--- src/rtl/layer_generator_pkg.sv ---
// Shared widths, LFSR polynomial, FSM encoding and path helpers for the
// layer generator.
package layer_generator_pkg;

  localparam int LAYER_WIDTH = 7;
  localparam int LFSR_WIDTH  = 16;
  // x^16 + x^14 + x^13 + x^11 + 1 as taps on a left-shifting register
  localparam logic [LFSR_WIDTH-1:0] LFSR_TAPS = 16'hB400;
  localparam logic [2:0] LAST_COL = 3'd6;

  typedef enum logic [2:0] {
    ST_IDLE    = 3'd0,
    ST_PRELOAD = 3'd1,
    ST_READY   = 3'd2,
    ST_DELAY   = 3'd3,
    ST_EMIT    = 3'd4
  } state_t;

  function automatic logic [LFSR_WIDTH-1:0] lfsr_next(input logic [LFSR_WIDTH-1:0] v);
    return {v[LFSR_WIDTH-2:0], ^(v & LFSR_TAPS)};
  endfunction

  // Safe column walks one step; edges bounce back inward.
  function automatic logic [2:0] path_step(input logic [2:0] p, input logic up);
    logic [2:0] n;
    if (p == 3'd0)          n = 3'd1;
    else if (p == LAST_COL) n = LAST_COL - 3'd1;
    else if (up)            n = p + 3'd1;
    else                    n = p - 3'd1;
    return n;
  endfunction

endpackage

--- src/rtl/layer_generator_lfsr.sv ---
// Free-running Fibonacci LFSR; reloads its seed whenever cleared.
module layer_lfsr
  import layer_generator_pkg::*;
#(
  parameter logic [LFSR_WIDTH-1:0] SEED = 16'hACE1
) (
  input  logic                  clk,
  input  logic                  i_clr,
  output logic [LFSR_WIDTH-1:0] o_lfsr
);

  logic [LFSR_WIDTH-1:0] r_lfsr;

  always_ff @(posedge clk) begin
    if (i_clr) r_lfsr <= SEED;
    else       r_lfsr <= lfsr_next(r_lfsr);
  end

  assign o_lfsr = r_lfsr;

endmodule

--- src/rtl/layer_generator.sv ---
// Generates block layers for the block-field shifter: preloads the visible
// field, then emits one layer per jump after a millisecond delay.
module layer_generator
  import layer_generator_pkg::*;
#(
  parameter int          NUM_LAYERS    = 5,
  parameter int          START_COL     = 3,
  parameter int          LOAD_DELAY_MS = 200,
  parameter logic [15:0] LFSR_SEED     = 16'hACE1
) (
  input  logic       clk,
  input  logic       rst,
  input  logic       module_en,
  input  logic       one_ms_tick,
  input  logic       jump_left,
  input  logic       jump_right,
  output logic       load_layer,
  output logic [0:6] layer_map_out,
  output logic [0:6] block_type_out,
  output logic       busy
);

  localparam int DW = (LOAD_DELAY_MS > 1) ? $clog2(LOAD_DELAY_MS + 1) : 1;
  localparam int PW = $clog2(NUM_LAYERS + 1);
  localparam logic [DW-1:0] DELAY_INIT = DW'(LOAD_DELAY_MS);
  localparam logic [PW-1:0] PRE_LAST   = PW'(NUM_LAYERS);
  localparam logic [2:0]    START      = 3'(START_COL);

  state_t                  r_state;
  logic [PW-1:0]           r_pre_cnt;
  logic                    r_gap;
  logic [1:0]              r_pending;
  logic [DW-1:0]           r_delay_cnt;
  logic [2:0]              r_path_col;
  logic                    r_load;
  logic [0:LAYER_WIDTH-1]  r_map;
  logic [0:LAYER_WIDTH-1]  r_type;

  logic [LFSR_WIDTH-1:0]   w_lfsr;
  logic                    w_clr;
  logic                    w_jump;
  logic                    w_fire;
  logic [1:0]              w_pend_inc;
  logic [0:LAYER_WIDTH-1]  w_map;
  logic [0:LAYER_WIDTH-1]  w_type;

  assign w_clr      = rst | ~module_en;
  assign w_jump     = jump_left | jump_right;
  assign w_pend_inc = (r_pending == 2'd3) ? r_pending : r_pending + 2'd1;

  layer_lfsr #(.SEED(LFSR_SEED)) u_lfsr (
    .clk    (clk),
    .i_clr  (w_clr),
    .o_lfsr (w_lfsr)
  );

  always_comb begin
    w_map  = '0;
    w_type = '0;
    for (int c = 0; c < LAYER_WIDTH; c++) begin
      if (3'(c) == r_path_col) begin
        w_map[c]  = 1'b1;
        w_type[c] = 1'b1;
      end else begin
        w_map[c]  = w_lfsr[c] & w_lfsr[c+7];
        w_type[c] = w_lfsr[c+8];
      end
    end
  end

  // A layer is committed on the same edge that raises load_layer.
  always_comb begin
    w_fire = 1'b0;
    case (r_state)
      ST_PRELOAD: w_fire = ~r_gap;
      ST_READY:   w_fire = (w_jump | (r_pending != 2'd0)) & (LOAD_DELAY_MS == 0);
      ST_DELAY:   w_fire = one_ms_tick & (r_delay_cnt == DW'(1));
      ST_EMIT:    w_fire = (w_jump | (r_pending != 2'd0)) & (LOAD_DELAY_MS == 0);
      default:    w_fire = 1'b0;
    endcase
  end

  always_ff @(posedge clk) begin
    if (w_clr) begin
      r_state     <= ST_IDLE;
      r_pre_cnt   <= '0;
      r_gap       <= 1'b0;
      r_pending   <= 2'd0;
      r_delay_cnt <= '0;
    end else begin
      case (r_state)
        ST_IDLE: begin
          r_state   <= ST_PRELOAD;
          r_pre_cnt <= '0;
          r_gap     <= 1'b0;
        end
        ST_PRELOAD: begin
          if (w_jump) r_pending <= w_pend_inc;
          r_gap <= ~r_gap;
          if (!r_gap)                      r_pre_cnt <= r_pre_cnt + PW'(1);
          else if (r_pre_cnt == PRE_LAST)  r_state   <= ST_READY;
        end
        ST_READY: begin
          // Jumps queued during preload are served without a fresh strobe.
          if (w_jump || r_pending != 2'd0) begin
            if (!w_jump) r_pending <= r_pending - 2'd1;
            if (LOAD_DELAY_MS == 0) begin
              r_state <= ST_EMIT;
            end else begin
              r_delay_cnt <= DELAY_INIT;
              r_state     <= ST_DELAY;
            end
          end
        end
        ST_DELAY: begin
          if (w_jump) r_pending <= w_pend_inc;
          if (one_ms_tick) begin
            r_delay_cnt <= r_delay_cnt - DW'(1);
            if (r_delay_cnt == DW'(1)) r_state <= ST_EMIT;
          end
        end
        ST_EMIT: begin
          if (!w_jump && r_pending != 2'd0) r_pending <= r_pending - 2'd1;
          if (w_jump || r_pending != 2'd0) begin
            if (LOAD_DELAY_MS == 0) begin
              r_state <= ST_EMIT;
            end else begin
              r_delay_cnt <= DELAY_INIT;
              r_state     <= ST_DELAY;
            end
          end else begin
            r_state <= ST_READY;
          end
        end
        default: r_state <= ST_IDLE;
      endcase
    end
  end

  always_ff @(posedge clk) begin
    if (w_clr) begin
      r_load     <= 1'b0;
      r_map      <= '0;
      r_type     <= '0;
      r_path_col <= START;
    end else begin
      r_load <= w_fire;
      if (w_fire) begin
        r_map      <= w_map;
        r_type     <= w_type;
        r_path_col <= path_step(r_path_col, w_lfsr[LFSR_WIDTH-1]);
      end
    end
  end

  assign load_layer     = r_load;
  assign layer_map_out  = r_map;
  assign block_type_out = r_type;
  assign busy           = (r_state == ST_PRELOAD) || (r_state == ST_DELAY) ||
                          (r_state == ST_EMIT) || (r_pending != 2'd0);

endmodule

--- config.mk ---
export PLATFORM = sky130hd
export DESIGN_NAME = layer_generator
export DESIGN_NICKNAME = d
export VERILOG_FILES = /design/src/rtl/layer_generator_pkg.sv /design/src/rtl/layer_generator_lfsr.sv /design/src/rtl/layer_generator.sv
export SDC_FILE = /design/constraint.sdc
export NUM_CORES = 1
export LEC_CHECK = 0
export BUFFER_PORTS_ARGS = -buffer_cell sky130_fd_sc_hd__buf_2
export CAP_MARGIN = 10
export CORE_ASPECT_RATIO = 0.75
export CORE_UTILIZATION = 30
export CTS_CLUSTER_SIZE = 12
export DETAILED_ROUTE_END_ITERATION = 10
export GPL_TIMING_DRIVEN = 0
export RECOVER_POWER = 100
export SLEW_MARGIN = 20
export SYNTH_ARGS = -nofsm -noshare
export SYNTH_HDL_FRONTEND = slang
export SYNTH_SLANG_ARGS = --single-unit
--- constraint.sdc ---
create_clock -name clk -period 1.8 [get_ports clk]
set_input_delay 0.09 -clock clk [delete_from_list [all_inputs] [get_ports clk]]
set_output_delay 0.09 -clock clk [all_outputs]
set_load 0.1 [all_outputs]
==> results of run 1 <==
-- flip-flops by register name, indices dropped and copies added (netlist names), 2 cells and up --
signal          cells
u_lfsr.o_lfsr      16
r_pre_cnt           3
layer_map_out       7
r_state             3
r_pending           2
r_path_col          3
r_delay_cnt         8
block_type_out      7
-- synthesized netlist by cell type (all sizes together) (2+ instances only) --
cell type | n | area [sq um]
nor2b | 3 | 18.8
clkbuf | 8 | 30.0
xor2 | 6 | 52.6
ha | 10 | 125
dfxtp | 51 | 1020
a211oi | 12 | 130
xnor2 | 3 | 26.3
inv | 8 | 30.0
nor2 | 23 | 88.8
buf | 10 | 76.3
a22oi | 3 | 22.5
nor4 | 3 | 33.8
nand4 | 3 | 18.8
nand2 | 12 | 47.6
nand3 | 5 | 25.0
nand2b | 11 | 68.8
a21oi | 22 | 110
a222oi | 2 | 20.0
a31oi | 4 | 25.0
o21ai | 4 | 20.0
and2 | 10 | 62.6
nand4b | 5 | 43.8
nor3 | 18 | 90.1
a21o | 2 | 15.0
-- kinds of logic (layout without fill, tap and decap cells) --
| group | after synthesis | after routing | synth area share, % |
|---|---|---|---|
| AND/OR/NAND/NOR | 103 | 103 | 24.2 |
| XOR/XNOR | 9 | 9 | 3.29 |
| flip-flops | 51 | 51 | 42.7 |
| AO/OA/AOI/OAI | 59 | 59 | 18.0 |
| multiplexers | 1 | 1 | 0.470 |
| adder cells (fa/ha/maj) | 11 | 11 | 5.65 |
| buffers and inverters | 26 | 55 | 5.70 |
-- cell type report --
class	instances	area, sq um
Buffer	16	113
Tap cell	101	126
Clock buffer	5	68.8
Inverter	8	30.0
Clock inverter	3	15.0
Multi-Input combinational cell	183	1250
Sequential cell	51	1020
Fill cell	755	4790
Timing Repair Buffer	23	123
-- worst max-delay path, stage by stage, from the launching register on --
cell and delay (ns):
dfxtp_1 0.33, buf_6 0.13, clkbuf_4 0.19, nor3b_1 0.06, or4_1 0.42, buf_6 0.21
-- power groups by stage --
stage               clock network, mW  registers (mW)  logic [mW]
global placement                    0            1.22       0.334
CTS                             0.666            1.19       0.339
detailed placement                  0            1.22       0.336
global route                    0.708            1.20       0.365
floorplan                           0            1.31       0.173
finish                          0.643            1.20       0.340
-- routing by layer --
metal  GRT usage [%]  up-vias  routed length, um
met5               0        -                  0
met2            21.7       33               2260
met1            18.9      904               2840
met4            4.79        0                 65
met3            2.71        9                216
li1                -      987                  -
-- worst paths after layout --
kind,start,to,slack [ns],cells past startpoint
hold reg to reg,u_lfsr.o_lfsr[6],u_lfsr.o_lfsr[7],0.45,1
setup reg to reg,r_delay_cnt[5],block_type_out[0],0.11,6
setup / recovery,r_state[1],busy,0.07,5
hold / removal,rst,u_lfsr.o_lfsr[13],0.10,3
-- timing repair --
item                                    4_1_cts  5_1_grt
endpoints found under the setup margin       13       13
gates resized for setup                       2       12
pin swaps                                     1        3
setup buffers                                 2        0
hold buffers                                  0        0
==> results.toml, run 1 <==
[logic_synthesis]
synth_area_sq_um = 2390
synth_cells = 260
synth_area_per_cell_sq_um = 9.21
synth_seq_area_share_pct = 42.7
ys_async_sr_fraction_pct = 0
synth_warnings = 0
syn_nets = 276
synth_edf_count = 0
synth_cell_types = 54
ys_ff_latch = 51
synth_flop_cell = "dfxtp_1"

[clock_tree]
numCtsBuffers = 5
clock-sinks = 51
cts_root_buf = "clkbuf_8"
clock_latency_ns = 0.31
cts.clk_slew.worst_paths_ns = 0.09
ctsHtreeMaxLevel = 2
cts_tree = "done"
cts_buffer_depth = 2

[die]
start_util_pct = 31.8
fp-row-count = 27
fp.dieW_um = 105
die_area_sq_um = 8340
floorplan.io_pins = 22
core_sq_um = 7530
dieHeight_um = 79.4

[worst_setup_path]
cp.required_ns = 1.71
startpoint_type = "flip-flop"
path_class = "reg2out"
crit_fanout = 10
worst_setup_path_end_kind = "output pin"
cp.arrival_ns = 1.64

[power]
p_sw_share_pct = 29.9
leakagePower_nw = 1.04
switchingPower_mw = 0.652
internal_power_mw = 1.53
seq_power_share_pct = 54.9
p_comb_share_pct = 15.6
peakVddDrop_uv = 280
p_per_area_nw_per_um2 = 793
clock_power_share_pct = 29.5
power_mw = 2.18

[sta]
slew_headroom_pct = 58.0
skew_ns = 0.0145
setup_ws_ns = 0.0680
setup_viol = 0
hold_viol = 0
slew_viol_final = 0
holdWs_ns = 0.101
fmax_ghz = 0.577
fin_setup_tns_ns = 0
period_share_pct = 96.2
tightest_slew_ns = 0.630
finalCriticalPeriod_ns = 1.73
rsz0062_at_grt = "false"

[final_layout]
synthToLayoutAreaGrowth_pct = 14.8
stdcell_area_sq_um = 2750
fin_nets = 304
post-route-util_pct = 36.5
diodes = 0
drive_above_1_share_pct = 19.4
finalNonFillerCells = 390
layout.cells.most_common = "dfxtp_1"
final_cell_mix = "dfxtp_1, a21oi_1, nor2_1, nor3_1, clkbuf_2"

[drt]
finalWirelength_um = 5370
drtPass1Iterations = 5
via_per_inst = 4.96
via_count = 1933
drt_iter0_drc = 128
drtAntennaViolNets = 0
wl_per_cell_um = 13.8
drc = 0

[grt]
grt_max_degree = 16
grt_remaining_overflow = 0
antenna_found_initial = 0
grt_pass1_vias = 1937
grt_pass1_wl_um = 9240
grtUsageTotal_pct = 13.8

[status]
status = "complete, no violations"

[worst_hold_path]
hold_class = "in2reg"

[place]
place_inst = 382
port_buffers = 21
pre_cts_ws_ns = -0.0895
gp_congestion = 0.813
placed_area_sq_um = 2630
hpwl_um = 3920

[job]
maxCapViolations = 0
No activity file was read; power rests on OpenSTA's default activity.
==> run 2: changes to the inputs <==
--- a/config.mk
+++ b/config.mk
@@ -13,6 +13,7 @@
 export DETAILED_ROUTE_END_ITERATION = 10
 export GPL_TIMING_DRIVEN = 0
 export RECOVER_POWER = 100
+export REMOVE_ABC_BUFFERS = 1
 export SLEW_MARGIN = 20
 export SYNTH_ARGS = -nofsm -noshare
 export SYNTH_HDL_FRONTEND = slang
==> results.toml, run 2 (synthesis gave the netlist of run 1 again) <==
[status]
status = "complete, no violations"

[die]
die_area_sq_um = 8340
core_sq_um = 7530
start_util_pct = 31.8
dieHeight_um = 79.4
fp.dieW_um = 105
floorplan.io_pins = 22
fp-row-count = 27

[worst_setup_path]
crit_fanout = 8
slowest_delay_ns = 0.75
crit_chain = "or4b_1 -> nand2_4 -> buf_4 -> a211oi_2"
cp.buffers_inverters = 1
startpoint_type = "flip-flop"
r2r_cells = 4
critical_path_depth = 4
cp.required_ns = 1.97
path_delay_family = "simple AND/OR/NAND/NOR gates"
timing.rr.start = "r_gap"
reg2reg_to = "layer_map_out[0]"
slowest_stage = "or4b_1"
path_class = "reg2reg"
reg2reg_slack_ns = 0.07
cp.arrival_ns = 1.89
worst_setup_path_end_kind = "flip-flop"

[drt]
drtAntennaViolNets = 0
via_count = 1898
drt_iter0_drc = 131
drc = 0
drtPass1Iterations = 4
via_per_inst = 5.02
wl_per_cell_um = 13.9
finalWirelength_um = 5270

[final_layout]
stdcell_area_sq_um = 2730
drive_above_1_share_pct = 19.1
synthToLayoutAreaGrowth_pct = 13.9
fin_nets = 293
diodes = 0
largest_reg_flops = 16
layout.cells.most_common = "dfxtp_1"
final_cell_mix = "dfxtp_1, a21oi_1, nor2_1, nor3_1, clkbuf_2"

[grt]
grt_pass1_wl_um = 8800
grt_pass1_vias = 1751
antenna_found_initial = 0
grt_remaining_overflow = 0
grt_max_degree = 30
grtUsageTotal_pct = 13.5

[sta]
fin_setup_tns_ns = 0
fmax_ghz = 0.579
finalCriticalPeriod_ns = 1.73
hold_viol = 0
slew_viol_final = 0
period_share_pct = 96.0
rsz0062_at_grt = "false"
tightest_slew_ns = 0.858
slew_headroom_pct = 42.5
skew_ns = 0.00634
setup_viol = 0

[worst_hold_path]
hold_class = "in2reg"
worstHoldStart = "rst"
hold_depth = 3
whs_endpoint = "u_lfsr.o_lfsr[0]"

[place]
hpwl_um = 3460
gp_congestion = 0.766
port_buffers = 21
placed_area_sq_um = 2520

[power]
power_mw = 2.33
p_per_area_nw_per_um2 = 855
leakagePower_nw = 1.01
peakVddDrop_uv = 324

[clock_tree]
cts_buffer_depth = 2
ctsHtreeMaxLevel = 2
cts_root_buf = "clkbuf_8"
cts_tree = "done"
clock-sinks = 51
cts.clk_slew.worst_paths_ns = 0.09
numCtsBuffers = 5
postCtsHoldBufs = 0
clock_latency_ns = 0.31

[job]
maxCapViolations = 0
[run 2: cell types whose count changed in the layout (fill, tap and decap cells not counted), sizes merged]
cell      delta
buf          -5
bufinv       +1
clkbuf       -6
clkinv       -3
clkinvlp     +1
[run 2: cell type report]
cell class,count,area (sq um)
clock buffers,5,68.8
fillers,772,4810
multi-input cells,183,1250
flip-flops and latches,51,1030
inverters,8,30.0
repair buffers,28,180
well taps,101,126
clock inverters,2,37.5
[run 2: timing repair]
action | 4_1_cts | 5_1_grt
setup endpoints to repair | 19 | 15
setup buffers | 5 | 2
resized for setup | 9 | 4
endpoints found under the hold margin | 0 | 0
pin swaps | 2 | 1
[run 2: tightest hold or removal path: stages]
cell	delay, ns
buf_2	0.09
nor2b_2	0.15
nand2_1	0.10
[run 2: how the worst max path moves through the flow]
stage,start,endpoint,slack (ns)
2_1_floorplan,r_state[1],layer_map_out[6],-0.04
3_3_place_gp,r_state[1],layer_map_out[6],-0.48
3_5_place_dp,r_state[1],layer_map_out[6],-0.51
4_1_cts,r_state[0],layer_map_out[6],0.007
5_1_grt,r_gap,layer_map_out[0],0.003
6_report,r_gap,layer_map_out[0],0.07
[run 2: power by group]
part	switching [mW]	internal, mW
sequential	0.0355	1.16
clock	0.381	0.407
combinational	0.241	0.104
[run 2: per-stage QoR]
| stage | hold WS (ns) | cells | setup slack [ns] | utilization (%) |
|---|---|---|---|---|
| final | 0.163 | 378 | 0.0719 | 36.2 |
| after global routing | 0.195 | 378 | 0.00317 | 36.2 |
| after CTS | 0.154 | 376 | 0.00746 | 36.0 |
| after detailed placement | 0.422 | 364 | -0.508 | 33.5 |
| after global placement | 0.413 | 364 | -0.479 | 33.4 |
| after floorplan | 0.353 | 242 | -0.0358 | - |
[run 2: metal layers]
metal,vias to the layer above,wire [um],track usage (%),part of all wire (%)
met4,0,55,4.23,1.0
met5,-,0,0,0
met3,8,241,3.28,4.6
met2,40,2090,19.1,40
met1,891,2880,19.7,55
li1,959,-,-,-
==> run 3: changes to the inputs <==
--- a/config.mk
+++ b/config.mk
@@ -5,12 +5,12 @@
 export SDC_FILE = /design/constraint.sdc
 export NUM_CORES = 1
 export LEC_CHECK = 0
-export BUFFER_PORTS_ARGS = -buffer_cell sky130_fd_sc_hd__buf_2
 export CAP_MARGIN = 10
 export CORE_ASPECT_RATIO = 0.75
 export CORE_UTILIZATION = 30
 export CTS_CLUSTER_SIZE = 12
 export DETAILED_ROUTE_END_ITERATION = 10
+export DONT_BUFFER_PORTS = 1
 export GPL_TIMING_DRIVEN = 0
 export RECOVER_POWER = 100
 export REMOVE_ABC_BUFFERS = 1
==> results.toml, run 3 (synthesis gave the netlist of run 1 again) <==
[worst_hold_path]
hold_class = "in2reg"

[sta]
skew_ns = 0.00877
slew_headroom_pct = 32.5
slew_viol_final = 0
holdWs_ns = 0.0682
setup_ws_ns = 0.122
hold_viol = 0
setup_viol = 0
period_share_pct = 93.2
tightest_slew_ns = 1.01
rsz0062_at_grt = "false"
finalCriticalPeriod_ns = 1.68
fmax_ghz = 0.596

[worst_setup_path]
crit_fanout = 14
cp.required_ns = 1.71
path_delay_family = "simple AND/OR/NAND/NOR gates"
worst_setup_path_end_kind = "output pin"
cp.arrival_ns = 1.59
path_class = "reg2out"
cp.buffers_inverters = 0
slowest_delay_ns = 0.68
startpoint_type = "flip-flop"
slowest_stage = "or4_4"
crit_chain = "nor2b_1 -> or4_4"

[die]
fp-row-count = 27
floorplan.io_pins = 22
core_sq_um = 7530
die_area_sq_um = 8340
fp.dieW_um = 105
dieHeight_um = 79.4
start_util_pct = 31.8

[power]
leakagePower_nw = 0.911
switchingPower_mw = 0.642
p_comb_share_pct = 9.1
p_per_area_nw_per_um2 = 877
internal_power_mw = 1.65
p_sw_share_pct = 28.0
seq_power_share_pct = 56.8
peakVddDrop_uv = 480
clock_power_share_pct = 34.1

[clock_tree]
cts.clk_slew.worst_paths_ns = 0.09
cts_tree = "done"
clock_latency_ns = 0.31
clock-sinks = 51
cts_buffer_depth = 2
ctsHtreeMaxLevel = 2
numCtsBuffers = 5
cts_root_buf = "clkbuf_8"

[final_layout]
drive_above_1_share_pct = 12.9
stdcell_area_sq_um = 2620
layout.cells.most_common = "dfxtp_1"
diodes = 0
final_cell_mix = "dfxtp_1, a21oi_1, nor2_1, nor3_1, nand2_1"
fin_nets = 271
largest_reg_flops = 16
synthToLayoutAreaGrowth_pct = 9.25

[grt]
use_met2_pct = 18.3
grtUsageTotal_pct = 13.3
grt_pass1_vias = 1756
top_usage_layer = "met1"
grt_pass1_wl_um = 8730
grt_remaining_overflow = 0
antenna_found_initial = 0
grtUsageMet1_pct = 19.4
met3_usage_pct = 4.11
grt_max_degree = 30

[drt]
drt_iter0_drc = 80
via_per_inst = 5.12
via_count = 1821
drc = 0
wl_per_cell_um = 14.7
drtAntennaViolNets = 0
drtPass1Iterations = 4
finalWirelength_um = 5240

[place]
pre_cts_ws_ns = -0.490
hpwl_um = 3510
port_buffers = 0
placed_area_sq_um = 2430
gp_congestion = 0.763

[job]
maxCapViolations = 0

[status]
status = "complete, no violations"
-- run 3: changes by cell type in the layout (fill, tap and decap cells not counted), moves of 2 or more --
cell / change
and2_0: -3
and2_1: +3
buf_2: -4
buf_4: -2
clkbuf_2: -15
-- run 3: path summary, 6_finish.rpt --
path                         start  depth (start not counted)  slack, ns          endpoint
setup / recovery        r_state[2]                          2       0.12              busy
hold / removal         one_ms_tick                          3       0.07        r_state[0]
setup reg to reg        r_state[2]                          4       0.15  layer_map_out[6]
hold reg to reg   u_lfsr.o_lfsr[5]                          1       0.46  u_lfsr.o_lfsr[6]
-- run 3: tightest hold or removal path, stage by stage --
cell and delay [ns]:
nand2_1 0.06, a22oi_1 0.08, o32ai_1 0.09
-- run 3: area by class of cell --
class                           instances  area [sq um]
Clock buffer                            5          68.8
Clock inverter                          2          37.5
Fill cell                             760          4920
Inverter                                8          30.0
Multi-Input combinational cell        183          1260
Sequential cell                        51          1030
Tap cell                              101           126
Timing Repair Buffer                    6          60.1
-- run 3: metrics by stage --
step / util (%) / cells / setup TNS, ns / total power [mW]
after floorplan: - / 242 / -0.104 / 1.47
after global placement: 32.0 / 343 / -7.48 / 1.52
after detailed placement: 32.3 / 344 / -7.42 / 1.52
after CTS: 34.3 / 354 / 0 / 2.31
after global routing: 34.7 / 356 / 0 / 2.40
final: 34.7 / 356 / 0 / 2.29
-- run 3: per-layer routing --
metal	routed length [um]	share of wire [%]
met5	0	0
met4	23	0.44
met3	313	6.0
met2	2120	41
met1	2780	53
-- run 3: what timing repair did --
action,in CTS,in global routing
hold buffers,1,0
hold endpoints to repair,1,0
gates resized for setup,9,4
endpoints found under the setup margin,19,15
pin swaps,1,3
setup buffers,2,2
-- run 3: power by group through the flow --
stage               clock [mW]  sequential [mW]  combinational, mW
floorplan                    0             1.32              0.153
global route             0.859             1.31              0.231
global placement             0             1.33              0.188
detailed placement           0             1.33              0.193
finish                   0.782             1.30              0.210
CTS                      0.808             1.30              0.200
